[config.mk]
export PLATFORM = sky130hd
export DESIGN_NAME = instr_issue
export DESIGN_NICKNAME = d
export VERILOG_FILES = /design/src/rtl/instr_issue_pkg.sv /design/src/rtl/instr_issue_branch_sel.sv /design/src/rtl/instr_issue.sv
export SDC_FILE = /design/constraint.sdc
export NUM_CORES = 1
export LEC_CHECK = 0
export ABC_CLOCK_PERIOD_IN_PS = 5000
export CAP_MARGIN = 40
export CORE_MARGIN = 2
export CORE_UTILIZATION = 47
export DETAILED_ROUTE_END_ITERATION = 10
export GPL_ROUTABILITY_DRIVEN = 0
export PLACE_DENSITY = 0.84
export SETUP_SLACK_MARGIN = 0.02
export SKIP_CTS_REPAIR_TIMING = 1
export SYNTH_ARGS = -nofsm -noshare
export SYNTH_HDL_FRONTEND = slang
export SYNTH_SLANG_ARGS = --single-unit
[constraint.sdc]
create_clock -name clk -period 5 [get_ports clk]
set_input_delay 1 -clock clk [delete_from_list [all_inputs] [get_ports clk]]
set_output_delay 1 -clock clk [all_outputs]
set_load 0.02 [all_outputs]
[src/rtl/instr_issue_pkg.sv]
// Shared definitions for the instruction issue path: branch indices, commit id width,
// opcode field location and the opcode-to-branch map used by issue and branch units.
package instr_issue_pkg;

   localparam int N_INSTR_BRANCHES = 4;
   localparam int BRANCH_W         = $clog2(N_INSTR_BRANCHES);
   localparam int COMMIT_ID_WIDTH  = 4;

   localparam logic [BRANCH_W-1:0] INSTR_BRANCH_ALU  = 2'd0;
   localparam logic [BRANCH_W-1:0] INSTR_BRANCH_MAC  = 2'd1;
   localparam logic [BRANCH_W-1:0] INSTR_BRANCH_MEM  = 2'd2;
   localparam logic [BRANCH_W-1:0] INSTR_BRANCH_CTRL = 2'd3;

   localparam int OPCODE_LSB   = 26;
   localparam int OPCODE_WIDTH = 6;

   // The two opcode MSBs select the owning execution branch.
   function automatic logic [BRANCH_W-1:0] opcode_to_branch(input logic [OPCODE_WIDTH-1:0] opcode);
      logic [BRANCH_W-1:0] br;
      case (opcode[OPCODE_WIDTH-1 -: 2])
         2'b00:   br = INSTR_BRANCH_ALU;
         2'b01:   br = INSTR_BRANCH_MAC;
         2'b10:   br = INSTR_BRANCH_MEM;
         2'b11:   br = INSTR_BRANCH_CTRL;
         default: br = INSTR_BRANCH_ALU;
      endcase
      return br;
   endfunction

endpackage

[src/rtl/instr_issue_branch_sel.sv]
// Combinational opcode -> execution branch decoder, shared with the branch units.
module instr_branch_sel
   import instr_issue_pkg::*;
(
   input  logic [OPCODE_WIDTH-1:0] opcode,
   output logic [BRANCH_W-1:0]     branch
);

   assign branch = opcode_to_branch(opcode);

endmodule

[src/rtl/instr_issue.sv]
// Walks the block program once per sample tick and offers each instruction, tagged with a
// sequential commit id, to its owning branch under a bounded in-flight window.
module instr_issue
   import instr_issue_pkg::*;
#(
   parameter int data_width   = 16,
   parameter int n_blocks     = 256,
   parameter int instr_width  = 32,
   parameter int max_inflight = 8
) (
   input  logic                          clk,
   input  logic                          reset,
   input  logic                          enable,
   input  logic                          sample_tick,
   input  logic [$clog2(n_blocks):0]     program_length,
   output logic [$clog2(n_blocks)-1:0]   instr_addr,
   output logic                          instr_rd_en,
   input  logic [instr_width-1:0]        instr_data,
   input  logic [COMMIT_ID_WIDTH-1:0]    next_commit_id,
   output logic [N_INSTR_BRANCHES-1:0]   out_valid,
   input  logic [N_INSTR_BRANCHES-1:0]   out_ready,
   output logic [$clog2(n_blocks)-1:0]   out_block,
   output logic [instr_width-1:0]        out_instr,
   output logic [COMMIT_ID_WIDTH-1:0]    out_commit_id,
   output logic                          program_done,
   output logic                          busy,
   output logic                          overrun
);

   localparam int BW   = $clog2(n_blocks);
   localparam int PL_W = BW + 1;
   localparam logic [COMMIT_ID_WIDTH:0] MAX_INFL = (COMMIT_ID_WIDTH+1)'(max_inflight);

   typedef enum logic [1:0] {
      ST_IDLE  = 2'd0,
      ST_READ  = 2'd1,
      ST_LATCH = 2'd2,
      ST_ISSUE = 2'd3
   } state_e;

   state_e                     state_q, state_d;
   logic [BW-1:0]              block_q, block_d;
   logic [COMMIT_ID_WIDTH-1:0] issue_id_q, issue_id_d;
   logic [instr_width-1:0]     hold_instr_q, hold_instr_d;
   logic [BW-1:0]              hold_block_q, hold_block_d;
   logic [COMMIT_ID_WIDTH-1:0] hold_id_q, hold_id_d;
   logic [BRANCH_W-1:0]        branch_q, branch_d;
   logic                       done_q, done_d;
   logic                       overrun_q, overrun_d;

   logic [BRANCH_W-1:0]        dec_branch_s;
   logic [COMMIT_ID_WIDTH-1:0] id_gap_s;
   logic                       window_ok_s;
   logic                       transfer_s;
   logic                       last_block_s;
   logic                       busy_s;
   logic [data_width-1:0]      unused_sample_s;

   // Sample width only matters to the branch datapaths downstream.
   assign unused_sample_s = '0;

   instr_branch_sel u_branch_sel (
      .opcode (instr_data[OPCODE_LSB +: OPCODE_WIDTH]),
      .branch (dec_branch_s)
   );

   // Modular distance stays correct across id wrap since the window is at most half the id space.
   assign id_gap_s     = issue_id_q - next_commit_id;
   assign window_ok_s  = ({1'b0, id_gap_s} < MAX_INFL);
   assign last_block_s = ({1'b0, block_q} == (program_length - PL_W'(1)));
   assign busy_s       = (state_q != ST_IDLE);
   assign transfer_s   = |(out_valid & out_ready);

   always_comb begin
      out_valid = '0;
      if ((state_q == ST_ISSUE) && enable && window_ok_s) begin
         out_valid[branch_q] = 1'b1;
      end else begin
         out_valid = '0;
      end
   end

   always_comb begin
      state_d      = state_q;
      block_d      = block_q;
      issue_id_d   = issue_id_q;
      hold_instr_d = hold_instr_q;
      hold_block_d = hold_block_q;
      hold_id_d    = hold_id_q;
      branch_d     = branch_q;
      done_d       = 1'b0;
      overrun_d    = overrun_q | (sample_tick & busy_s);
      if (enable) begin
         case (state_q)
            ST_IDLE: begin
               if (sample_tick && (program_length != '0)) begin
                  block_d = '0;
                  state_d = ST_READ;
               end else begin
                  done_d = sample_tick;
               end
            end
            ST_READ: state_d = ST_LATCH;
            ST_LATCH: begin
               hold_instr_d = instr_data;
               hold_block_d = block_q;
               hold_id_d    = issue_id_q;
               branch_d     = dec_branch_s;
               state_d      = ST_ISSUE;
            end
            ST_ISSUE: begin
               if (transfer_s) begin
                  issue_id_d = issue_id_q + COMMIT_ID_WIDTH'(1);
                  if (last_block_s) begin
                     state_d = ST_IDLE;
                     done_d  = 1'b1;
                  end else begin
                     block_d = block_q + BW'(1);
                     state_d = ST_READ;
                  end
               end else begin
                  state_d = ST_ISSUE;
               end
            end
            default: state_d = ST_IDLE;
         endcase
      end else begin
         state_d = state_q;
      end
   end

   always_ff @(posedge clk) begin
      if (reset) begin
         state_q      <= ST_IDLE;
         block_q      <= '0;
         issue_id_q   <= '0;
         hold_instr_q <= '0;
         hold_block_q <= '0;
         hold_id_q    <= '0;
         branch_q     <= '0;
         done_q       <= 1'b0;
         overrun_q    <= 1'b0;
      end else begin
         state_q      <= state_d;
         block_q      <= block_d;
         issue_id_q   <= issue_id_d;
         hold_instr_q <= hold_instr_d;
         hold_block_q <= hold_block_d;
         hold_id_q    <= hold_id_d;
         branch_q     <= branch_d;
         done_q       <= done_d;
         overrun_q    <= overrun_d;
      end
   end

   assign instr_addr    = block_q;
   assign instr_rd_en   = (state_q == ST_READ) & enable;
   assign out_block     = hold_block_q;
   assign out_instr     = hold_instr_q;
   assign out_commit_id = hold_id_q;
   assign program_done  = done_q;
   assign busy          = busy_s;
   assign overrun       = overrun_q;

endmodule

==> impl_results.rst, run 1 <==
.. list-table::
   :header-rows: 1

   * - Metric
     - Value
   * - Remaining design rule violation count
     - 0
   * - Final worst path period need
     - ~4300 ps
   * - Worst Skew
     - 7.734 ps
   * - Largest voltage drop on the vdd net
     - around 0.21 mV
   * - Sum Neg Setup Slack
     - 0 ps
   * - # diodes
     - 0
   * - Clock tree from TritonCTS
     - done
   * - Yosys Warn Count
     - 0
   * - Vias per std cell
     - 5.316
   * - Final-report max-slew violation count
     - 0
   * - CP dominant cell by count
     - clkdlybuf4s50_1
   * - Most frequent standard cell in the layout excluding fill and tap cells
     - clkdlybuf4s50_1
   * - Number of placed I/O pins
     - between 100 and 150
   * - Data arrival time at the worst-slack endpoint
     - between 3000 and 4000 ps
   * - Sum of overflow across all layers after global routing
     - 0
   * - Startpoint types
     - input pin
   * - Top FF cell, synth
     - dfxtp_1
   * - Type of the setup path with the least slack
     - input pin to output pin
   * - Vias in the first global route
     - 2774
   * - Global-route total usage across every layer
     - 0.2345
   * - HPWL after DPL
     - approximately 5700 µm
   * - Sequence of cells on the critical path
     - clkdlybuf4s50_1 > inv_1 > ha_1 > a21oi_1 > o21ai_0 > xnor2_1 > and3_1 > nor3b_1 > clkdlybuf4s50_1
   * - Register bit total from synthesis
     - 62
   * - Number of design-rule violations left by the first detailed-router iteration
     - 117
   * - Final nets
     - roughly 530
   * - Highest clock frequency the design can meet
     - roughly 230 MHz
   * - Root cell of the clock tree
     - clkbuf_8
   * - Clk_lat worst skew
     - 350 ps
   * - Drt first pass iters
     - 4
   * - Number of I/O port buffers
     - between 100 and 150
   * - Power per standard cell area
     - 267.4 nW/µm²
   * - Critical Path Fanout Max
     - 5
   * - Register area share after synthesis
     - 0.4218
   * - Mean post-synth cell area
     - 8.019 µm²
   * - Placed insts
     - 535
   * - Initial standard-cell utilization of the core
     - 0.4912
   * - TritonCTS buffer count
     - 9
   * - X dimension of the die
     - 83.13 µm
   * - Crit path largest cell delay
     - approximately 630 ps
   * - Rows
     - 28
   * - Outcome
     - completed
   * - Wire length of the first global-routing pass
     - 13120 µm
   * - Non-filler instance count after layout
     - between 500 and 600
   * - Initial antenna violation count
     - 0
   * - Leading cell types in the layout, fill and taps excluded
     - 111 x clkdlybuf4s50_1, 108 x nand2_1, 62 x dfxtp_1, 56 x a21oi_1, 11 x nor2_1
   * - Post-synth net total
     - between 400 and 500
   * - Leakage power total
     - 0.001491 µW
   * - Final wirelength
     - a little under 8000 µm
   * - Unrepaired setup endpoints after global routing
     - false
   * - Number of flops mapped to enable cells by yosys
     - 0
   * - Critical-path top delay cell
     - clkdlybuf4s50_1
   * - Worst slew margin relative to its limit
     - 0.6664
   * - Full die area
     - 6911 µm²
   * - Count of nets left with antenna violations after detail routing
     - 0
   * - Pin count of the biggest net entering global routing
     - 53
   * - Area of the mapped netlist
     - approximately 2900 µm²
   * - Synthesis-to-layout area growth
     - 46.64%
   * - Count of vias placed by the detailed router
     - 2929
   * - Crit end category
     - output pin
   * - Clock-pin slew on the worst setup and hold paths
     - approximately 70 ps
   * - Share of post-route cells with drive strength above 1
     - 0.06513
   * - Hold Path Class
     - register to register
   * - Number of failing setup endpoints in the final timing report
     - 0
   * - Number of levels in the clock H-tree
     - 3
   * - Endpoint required time on the critical path
     - 4000 ps
   * - Total core area
     - approximately 6000 µm²
   * - Routed len/inst
     - around 14 µm
   * - Die Height
     - 83.13 µm
   * - Final period util
     - 0.8662
   * - Actual slew at the worst max-slew pin
     - approximately 500 ps
   * - Worst reg-to-reg setup slack
     - ~2500 ps
   * - Bufs on Longest Clock Path
     - 2
   * - Synthesized instance count
     - 367
   * - Count of fill cells added during filler insertion
     - between 400 and 500
   * - Max-cap check violation count
     - 0
   * - Post-synthesis cell type count
     - 50
   * - CTS sink count
     - 62
   * - Final number of hold-violating endpoints
     - 0
   * - Share of synthesized flip-flops with an asynchronous set or reset
     - 0
-- Yosys cell counts (3+ instances only) --
library cell | n | share of area
and3_1 | 4 | 0.0085
nand2_1 | 108 | 0.14
mux2i_1 | 3 | 0.010
nand4_1 | 5 | 0.011
nor3_1 | 3 | 0.0051
nor2_1 | 11 | 0.014
a21oi_1 | 56 | 0.095
dfxtp_1 | 62 | 0.42
a31oi_1 | 3 | 0.0064
clkbuf_1 | 18 | 0.023
ha_1 | 9 | 0.038
o211ai_1 | 4 | 0.010
xor2_1 | 7 | 0.021
nand2b_1 | 6 | 0.013
or4_1 | 3 | 0.0077
nor2b_1 | 3 | 0.0064
nand3_1 | 5 | 0.0085
and4_1 | 4 | 0.012
xnor2_1 | 7 | 0.021
or3_1 | 4 | 0.0085
inv_1 | 8 | 0.010
-- path summary, 6_finish.rpt --
path / startpoint / end / cells past startpoint
setup / recovery: next_commit_id[2] / out_valid[0] / 9
hold / removal: out_block[6] / out_block[6] / 2
setup reg to reg: issue_id_q[2] / instr_addr[6] / 8
hold reg to reg: out_block[6] / out_block[6] / 2
-- through the flow --
| step | power (µW) | cell area (µm²) | util | hold WS, ps | setup slack [ps] |
|---|---|---|---|---|---|
| after CTS | 1162 | 4315 | 0.7203 | 457.8 | 685.2 |
| after floorplan | 592.7 | 2943 | - | 468.3 | 1543 |
| final | 1154 | 4315 | 0.7203 | 454.0 | 669.1 |
| after global placement | 664.7 | 4074 | 0.6800 | 440.5 | 760.3 |
| after detailed placement | 669.9 | 4094 | 0.6834 | 448.0 | 683.6 |
| after global routing | 1199 | 4315 | 0.7203 | 474.4 | 569.5 |
-- registers in the layout, indices dropped and copies added, names as in the netlist --
| register | flops |
|---|---|
| out_commit_id | 4 |
| instr_addr | 8 |
| overrun | 1 |
| state_q | 2 |
| out_instr | 32 |
| issue_id_q | 4 |
| branch_q | 2 |
| out_block | 8 |
| program_done | 1 |
-- worst max-delay path: cells and delay by family --
family	cells	cell delay, ps
buf+inv	3	1120
simple gates	2	470
fa+ha+maj	1	300
compound gates	2	230
xor+xnor	1	200
-- cell families (layout without fill, tap and decap cells) --
family          Yosys count  after routing  share of synthesized area
simple gates            167            167                     0.2649
buf+inv                  30            139                    0.04209
compound gates           81             81                     0.1735
flops                    62             62                     0.4218
xor+xnor                 14             14                    0.04167
mux                       4              4                    0.01786
fa+ha+maj                 9              9                    0.03827
-- area by class of cell --
| type | count | area (µm²) | share of cell area |
|---|---|---|---|
| Inverter | 8 | 30.03 | 0.006959 |
| Timing Repair Buffer | 115 | 1151 | 0.2667 |
| Clock inverter | 7 | 97.59 | 0.02262 |
| Clock buffer | 9 | 123.9 | 0.02870 |
| Multi-Input combinational cell | 275 | 1578 | 0.3656 |
| Tap cell | 75 | 93.84 | 0.02175 |
| Sequential cell | 62 | 1241 | 0.2876 |
-- report_power, final --
group / switching (µW) / leakage (µW) / total (µW) / internal, µW
clock network: 212 / 0.000106 / 494 / 282
registers: 6.58 / 0.000500 / 509 / 502
logic: 75.2 / 0.000885 / 151 / 75.4
total: 294 / 0.00149 / 1150 / 860
-- layer usage --
metal	GRT usage	routed length [µm]	part of all wire	vias to the layer above
met5	0	0	0	-
li1	-	-	-	1467
met2	0.4010	3872	0.49	96
met4	0.09836	146	0.018	0
met1	0.2757	3404	0.43	1352
met3	0.06461	518	0.065	14
Power figures use the tool's default switching activity.
==> run 2, diff against run 1 <==
Settings changed: CAP_MARGIN 40 to unset, PLACE_DENSITY 0.84 to 0.9.
==> run 2 against run 1 <==
Setup slack worse by 46 ps. Clock-buffer cell count is the same. Sequential power hardly changed. Critical path depth did not move. Wire length is 5.3% lower. Clock skew fell by 2.9 ps. Maximum frequency fell by 1.1%. Critical path type unchanged.
==> impl_results.rst, run 2 (synthesis results as in run 1) <==
.. list-table::
   :header-rows: 1

   * - Metric
     - Value
   * - Outcome
     - completed
   * - RR Startpoint
     - issue_id_q[2]
   * - Power share of the sequential group
     - 0.446 (+0.005)
   * - Number of design-rule violations left by the first detailed-router iteration
     - 128 (+9.4%)
   * - Max-cap check violation count
     - 0 (unchanged)
   * - Remaining design rule violation count
     - 0 (unchanged)
   * - Number of levels in the clock H-tree
     - 3 (unchanged)
   * - Crit end category
     - output pin
   * - Leading cell types in the layout, fill and taps excluded
     - 111 x clkdlybuf4s50_1, 108 x nand2_1, 62 x dfxtp_1, 56 x a21oi_1, 11 x nor2_1
   * - Internal Pwr Total
     - 858.5 µW (-0.14%)
   * - Number of placed I/O pins
     - 113 (unchanged)
   * - Actual slew at the worst max-slew pin
     - 1066 ps (+566.5 ps)
   * - Pin count of the biggest net entering global routing
     - 60 (+13%)
   * - Final worst path period need
     - 4377 ps (+46.34 ps)
   * - Critical-path top delay cell
     - clkdlybuf4s50_1
   * - Hold Path Class
     - register to register
   * - Initial standard-cell utilization of the core
     - 0.4912 (unchanged)
   * - Sum Neg Setup Slack
     - 0 ps (unchanged)
   * - Buffers and inverters on the worst path
     - 3 (unchanged)
   * - Switching pwr
     - 283.0 µW (-3.8%)
   * - Final number of hold-violating endpoints
     - 0 (unchanged)
   * - Drt first pass iters
     - 6 (+2)
   * - CTS sink count
     - 62 (unchanged)
   * - Total core area
     - 5991 µm² (unchanged)
   * - Count of vias placed by the detailed router
     - 2936 (+0.24%)
   * - Share of post-route cells with drive strength above 1
     - 0.06316 (-0.001968)
   * - TritonCTS buffer count
     - 9 (unchanged)
   * - Power per standard cell area
     - 265.7 nW/µm² (-0.62%)
   * - Worst hold stages
     - 2 (unchanged)
   * - Terminus of the critical flop-to-flop path
     - instr_addr[7]
   * - Rows
     - 28 (unchanged)
   * - Global-route total usage across every layer
     - 0.2160 (-0.01848)
   * - Family of cells with the greatest summed delay on the critical path
     - buffers and inverters
   * - HPWL after DPL
     - 5343 µm (-5.7%)
   * - Clock share of power
     - 0.424 (-0.004)
   * - Critical Path Fanout Max
     - 5 (unchanged)
   * - Final wirelength
     - 7522 µm (-5.3%)
   * - Startpoint types
     - input pin
   * - Full die area
     - 6911 µm² (unchanged)
   * - Worst slew margin relative to its limit
     - 0.2895 (-0.3769)
   * - Worst reg-to-reg setup slack
     - 2510 ps (-30 ps)
   * - Final-report max-slew violation count
     - 0 (unchanged)
   * - Wire length of the first global-routing pass
     - 12720 µm (-3.1%)
   * - Largest voltage drop on the vdd net
     - 0.1798 mV (-15%)
   * - Highest clock frequency the design can meet
     - 228.5 MHz (-1.1%)
   * - Worst Skew
     - 4.836 ps (-2.898 ps)
   * - Share of total power consumed by net switching
     - 0.2479 (-0.007096)
   * - Clock-pin slew on the worst setup and hold paths
     - 70 ps (about the same)
   * - Critical hold path startpoint
     - out_block[1]
   * - Type of the setup path with the least slack
     - input pin to output pin
   * - Root cell of the clock tree
     - clkbuf_8
   * - Die Height
     - 83.13 µm (unchanged)
   * - Final nets
     - 532 (-0.19%)
   * - CP dominant cell by count
     - clkdlybuf4s50_1
   * - # diodes
     - 0 (unchanged)
   * - X dimension of the die
     - 83.13 µm (unchanged)
   * - Vias in the first global route
     - 2867 (+3.4%)
   * - Initial antenna violation count
     - 0 (unchanged)
   * - Sum of overflow across all layers after global routing
     - 0 (unchanged)
   * - Number of failing setup endpoints in the final timing report
     - 0 (unchanged)
   * - Most frequent standard cell in the layout excluding fill and tap cells
     - clkdlybuf4s50_1
   * - Clk_lat worst skew
     - 320 ps (-30 ps)
   * - Vias per std cell
     - 5.338 (+0.42%)
   * - Clock tree from TritonCTS
     - done
   * - Number of I/O port buffers
     - 112 (unchanged)
   * - Routed len/inst
     - 13.68 µm (-5.1%)
   * - Leakage power total
     - 0.001481 µW (-0.63%)
   * - Crit path largest cell delay
     - 630 ps (about the same)
   * - Final period util
     - 0.8754 (+0.009268)
   * - Endpoint required time on the critical path
     - 4000 ps (about the same)
   * - Bufs on Longest Clock Path
     - 2 (unchanged)
   * - Depth of the most critical reg-to-reg path
     - 8 (unchanged)
   * - Sequence of cells on the critical path
     - clkdlybuf4s50_1 > inv_1 > ha_1 > a21oi_1 > o21ai_0 > xnor2_1 > and3_1 > nor3b_1 > clkdlybuf4s50_1
   * - Synthesis-to-layout area growth
     - 45.96%
   * - Count of fill cells added during filler insertion
     - 475 (+3.7%)
   * - Logic pwr share
     - 0.131 (about the same)
   * - Max reg flops
     - 32 (unchanged)
   * - Count of nets left with antenna violations after detail routing
     - 0 (unchanged)
   * - Terminating pin of the worst hold path
     - out_block[1]
   * - Utilization after layout
     - 0.7170 (-0.003342)
   * - Unrepaired setup endpoints after global routing
     - false
   * - Data arrival time at the worst-slack endpoint
     - 3380 ps (+50 ps)
-- run 2: worst max-delay path by stage --
stage | startpoint | endpoint | slack [ps] | depth (start not counted)
3_5_place_dp | next_commit_id[2] | out_valid[0] | 650 | 9
5_1_grt | next_commit_id[2] | out_valid[0] | 480 | 9
4_1_cts | next_commit_id[2] | out_valid[0] | 640 | 9
2_1_floorplan | next_commit_id[2] | out_valid[0] | 1540 | 7
3_3_place_gp | next_commit_id[2] | out_valid[0] | 760 | 9
6_report | next_commit_id[2] | out_valid[0] | 620 | 9
-- run 2: final cells by class --
| class | count | area [µm²] | share of cell area |
|---|---|---|---|
| multi-input combinational | 275 | 1578 | 0.3673 |
| sequential | 62 | 1241 | 0.2890 |
| timing repair buffer | 114 | 1131 | 0.2633 |
| clock buffer | 9 | 123.9 | 0.02884 |
| clock inverter | 7 | 97.59 | 0.02272 |
| tap | 75 | 93.84 | 0.02185 |
| inverter | 8 | 30.03 | 0.006991 |
-- run 2: worst reg2reg max path, delay by kind of cell (launching register included) --
kind	cells	cell delay (ps)
and+or+nand+nor	1	460
AOI/OAI and AO/OA	5	1100
DFF	1	420
xor gates and xnor gates	1	200
adders and majority gates	1	280
-- run 2: per-stage QoR --
step	hold WS, ps	setup WS (ps)	cell area [µm²]	std cells	total power [µW]
3_5_place_dp	447.4	645.6	4074	534	667.7
4_1_cts	458.1	635.0	4295	550	1148
3_3_place_gp	441.5	756.4	4074	534	663.8
5_1_grt	476.5	478.7	4295	550	1190
6_report	454.5	622.8	4295	550	1141
2_1_floorplan	468.3	1543	2943	367	592.7
-- run 2: metal layers --
metal | vias to the layer above | routed length, µm | global-route usage
met2 | 103 | 3664 | 0.3798
met5 | - | 0 | 0
met4 | 0 | 62 | 0.06110
met3 | 7 | 444 | 0.05368
li1 | 1466 | - | -
met1 | 1360 | 3350 | 0.2612
-- run 2: power by group through the flow --
| stage | combinational [µW] | clock (µW) | sequential [µW] |
|---|---|---|---|
| floorplan | 65.1 | 0 | 528 |
| global placement | 144 | 0 | 520 |
| detailed placement | 148 | 0 | 520 |
| CTS | 149 | 490 | 509 |
| global route | 162 | 518 | 510 |
| finish | 149 | 484 | 509 |
==> run 3, diff against run 2 <==
Settings changed: SETUP_SLACK_MARGIN 0.02 to 0.5.
==> run 3 against run 2 <==
Worst hold slack about the same. Wire length increased by 0.37%. Final cell count is the same. Global-route usage did not move. Largest power group unchanged.
==> impl_results.rst, run 3 (synthesis results as in run 1) <==
.. list-table::
   :header-rows: 1

   * - Metric
     - Value
   * - Max reg flops
     - 32 (unchanged)
   * - Clock share of power
     - 0.423 (about the same)
   * - CTS sink count
     - 62 (unchanged)
   * - Unrepaired setup endpoints after global routing
     - false
   * - Sum of overflow across all layers after global routing
     - 0 (unchanged)
   * - Initial standard-cell utilization of the core
     - 0.4912 (unchanged)
   * - Drt first pass iters
     - 4 (-2)
   * - Area of placed instances
     - 4074 µm² (unchanged)
   * - Routed len/inst
     - 13.73 µm (+0.37%)
   * - Post-layout instance area
     - 4298 µm² (about the same)
   * - Worst Skew
     - 4.624 ps (-0.2124 ps)
   * - Pin count of the biggest net entering global routing
     - 60 (unchanged)
   * - Most frequent standard cell in the layout excluding fill and tap cells
     - clkdlybuf4s50_1
   * - Number of levels in the clock H-tree
     - 3 (unchanged)
   * - Outcome
     - completed
   * - Power share of the sequential group
     - 0.446 (about the same)
   * - Share of post-route cells with drive strength above 1
     - 0.06316 (unchanged)
   * - Type of the setup path with the least slack
     - input pin to output pin
   * - # diodes
     - 0 (unchanged)
   * - Full die area
     - 6911 µm² (unchanged)
   * - Remaining design rule violation count
     - 0 (unchanged)
   * - Critical Path Fanout Max
     - 5 (unchanged)
   * - Final number of hold-violating endpoints
     - 0 (unchanged)
   * - HPWL after DPL
     - 5343 µm (unchanged)
   * - Synthesis-to-layout area growth
     - 46.05% (about the same)
   * - Vias in the first global route
     - 2867 (unchanged)
   * - Count of vias placed by the detailed router
     - 2929 (-0.24%)
   * - Startpoint types
     - input pin
   * - Crit end category
     - output pin
   * - Actual slew at the worst max-slew pin
     - 1063 ps (-3.148 ps)
   * - Post-placement worst setup slack
     - 645.6 ps (unchanged)
   * - Die Height
     - 83.13 µm (unchanged)
   * - Final-report max-slew violation count
     - 0 (unchanged)
   * - Worst Slack Setup Final
     - 651.6 ps (+28.84 ps)
   * - Max-cap check violation count
     - 0 (unchanged)
   * - Worst slew margin relative to its limit
     - 0.2916 (+0.002099)
   * - Final worst path period need
     - 4348 ps (-28.84 ps)
   * - Non-filler instance count after layout
     - 550 (unchanged)
   * - Number of placed I/O pins
     - 113 (unchanged)
   * - Final period util
     - 0.8697 (-0.005767)
   * - Total core area
     - 5991 µm² (unchanged)
   * - Final nets
     - 532 (unchanged)
   * - Highest clock frequency the design can meet
     - 230.0 MHz (+0.66%)
   * - Number of failing setup endpoints in the final timing report
     - 0 (unchanged)
   * - Final wirelength
     - 7550 µm (+0.37%)
   * - Number of design-rule violations left by the first detailed-router iteration
     - 137 (+7.0%)
   * - Number of I/O port buffers
     - 112 (unchanged)
   * - Leakage power total
     - 0.001500 µW (+1.3%)
   * - Clk_lat worst skew
     - 320 ps (about the same)
   * - Logic pwr share
     - 0.131 (about the same)
   * - Hold Path Class
     - register to register
   * - Sum Neg Setup Slack
     - 0 ps (unchanged)
   * - Wire length of the first global-routing pass
     - 12720 µm (unchanged)
   * - Placed insts
     - 534 (unchanged)
   * - Switching pwr
     - 282.7 µW (-0.12%)
   * - Power per standard cell area
     - 265.5 nW/µm² (about the same)
   * - Initial antenna violation count
     - 0 (unchanged)
   * - Clock tree from TritonCTS
     - done
   * - Leading cell types in the layout, fill and taps excluded
     - 110 x clkdlybuf4s50_1, 108 x nand2_1, 62 x dfxtp_1, 56 x a21oi_1, 11 x nor2_1
   * - Utilization after layout
     - 0.7174 (about the same)
   * - Rows
     - 28 (unchanged)
   * - Endpoint required time on the critical path
     - 4000 ps (about the same)
   * - Global-route total usage across every layer
     - 0.2160 (unchanged)
   * - Bufs on Longest Clock Path
     - 2 (unchanged)
   * - Largest voltage drop on the vdd net
     - 0.1799 mV (about the same)
   * - Internal Pwr Total
     - 858.5 µW (about the same)
   * - Clock-pin slew on the worst setup and hold paths
     - 70 ps (about the same)
   * - Data arrival time at the worst-slack endpoint
     - 3350 ps (-30 ps)
   * - X dimension of the die
     - 83.13 µm (unchanged)
   * - Count of nets left with antenna violations after detail routing
     - 0 (unchanged)
   * - Root cell of the clock tree
     - clkbuf_8
   * - TritonCTS buffer count
     - 9 (unchanged)
   * - Vias per std cell
     - 5.325 (-0.24%)
   * - Share of total power consumed by net switching
     - 0.2477 (about the same)
[run 3: cell types whose count changed in the layout (fill, tap and decap cells not counted)]
cell / before / now
clkdlybuf4s50_1: 111 / 110
dlymetal6s2s_1: 0 / 1
[run 3: layer usage]
layer | up-vias | GRT usage | routed length (µm)
met5 | - | 0 | 0
met4 | 0 | 0.06110 | 62
met1 | 1365 | 0.2612 | 3407
li1 | 1465 | - | -
met3 | 7 | 0.05368 | 388
met2 | 92 | 0.3798 | 3692
[run 3: area by class of cell]
class                      count  area, µm²
fill                         475       1693
sequential                    62       1241
multi-input combinational    275       1578
tap                           75      93.84
clock inverter                 7      97.59
clock buffer                   9      123.9
timing repair buffer         114       1134
inverter                       8      30.03
[run 3: stage by stage]
stage | power, µW | hold slack [ps]
6_report | 1141 | 454.5
5_1_grt | 1190 | 476.5
4_1_cts | 1148 | 458.1
3_5_place_dp | 667.7 | 447.4
3_3_place_gp | 663.8 | 441.5
2_1_floorplan | 592.7 | 468.3
[run 3: power by group through the flow]
stage	Clock [µW]	Combinational, µW	Sequential (µW)
3_5_place_dp	0	148	520
6_report	483	149	509
3_3_place_gp	0	144	520
4_1_cts	490	149	509
5_1_grt	518	162	510
2_1_floorplan	0	65.1	528
[run 3: worst paths after layout]
| kind | from | endpoint | slack, ps | cells past startpoint |
|---|---|---|---|---|
| worst max-delay path | next_commit_id[2] | out_valid[3] | 650 | 9 |
| worst min-delay path | out_block[1] | out_block[1] | 450 | 2 |
| worst max register to register | issue_id_q[2] | instr_addr[7] | 2510 | 8 |
| worst min register to register | out_block[1] | out_block[1] | 450 | 2 |
[run 3: critical path, stage by stage]
cell             delay [ps]
clkdlybuf4s50_1         460
inv_1                    40
ha_1                    300
a21oi_1                 150
o21ai_0                 140
xnor2_1                 200
and3_1                  260
and3_1                  170
clkdlybuf4s50_1         620
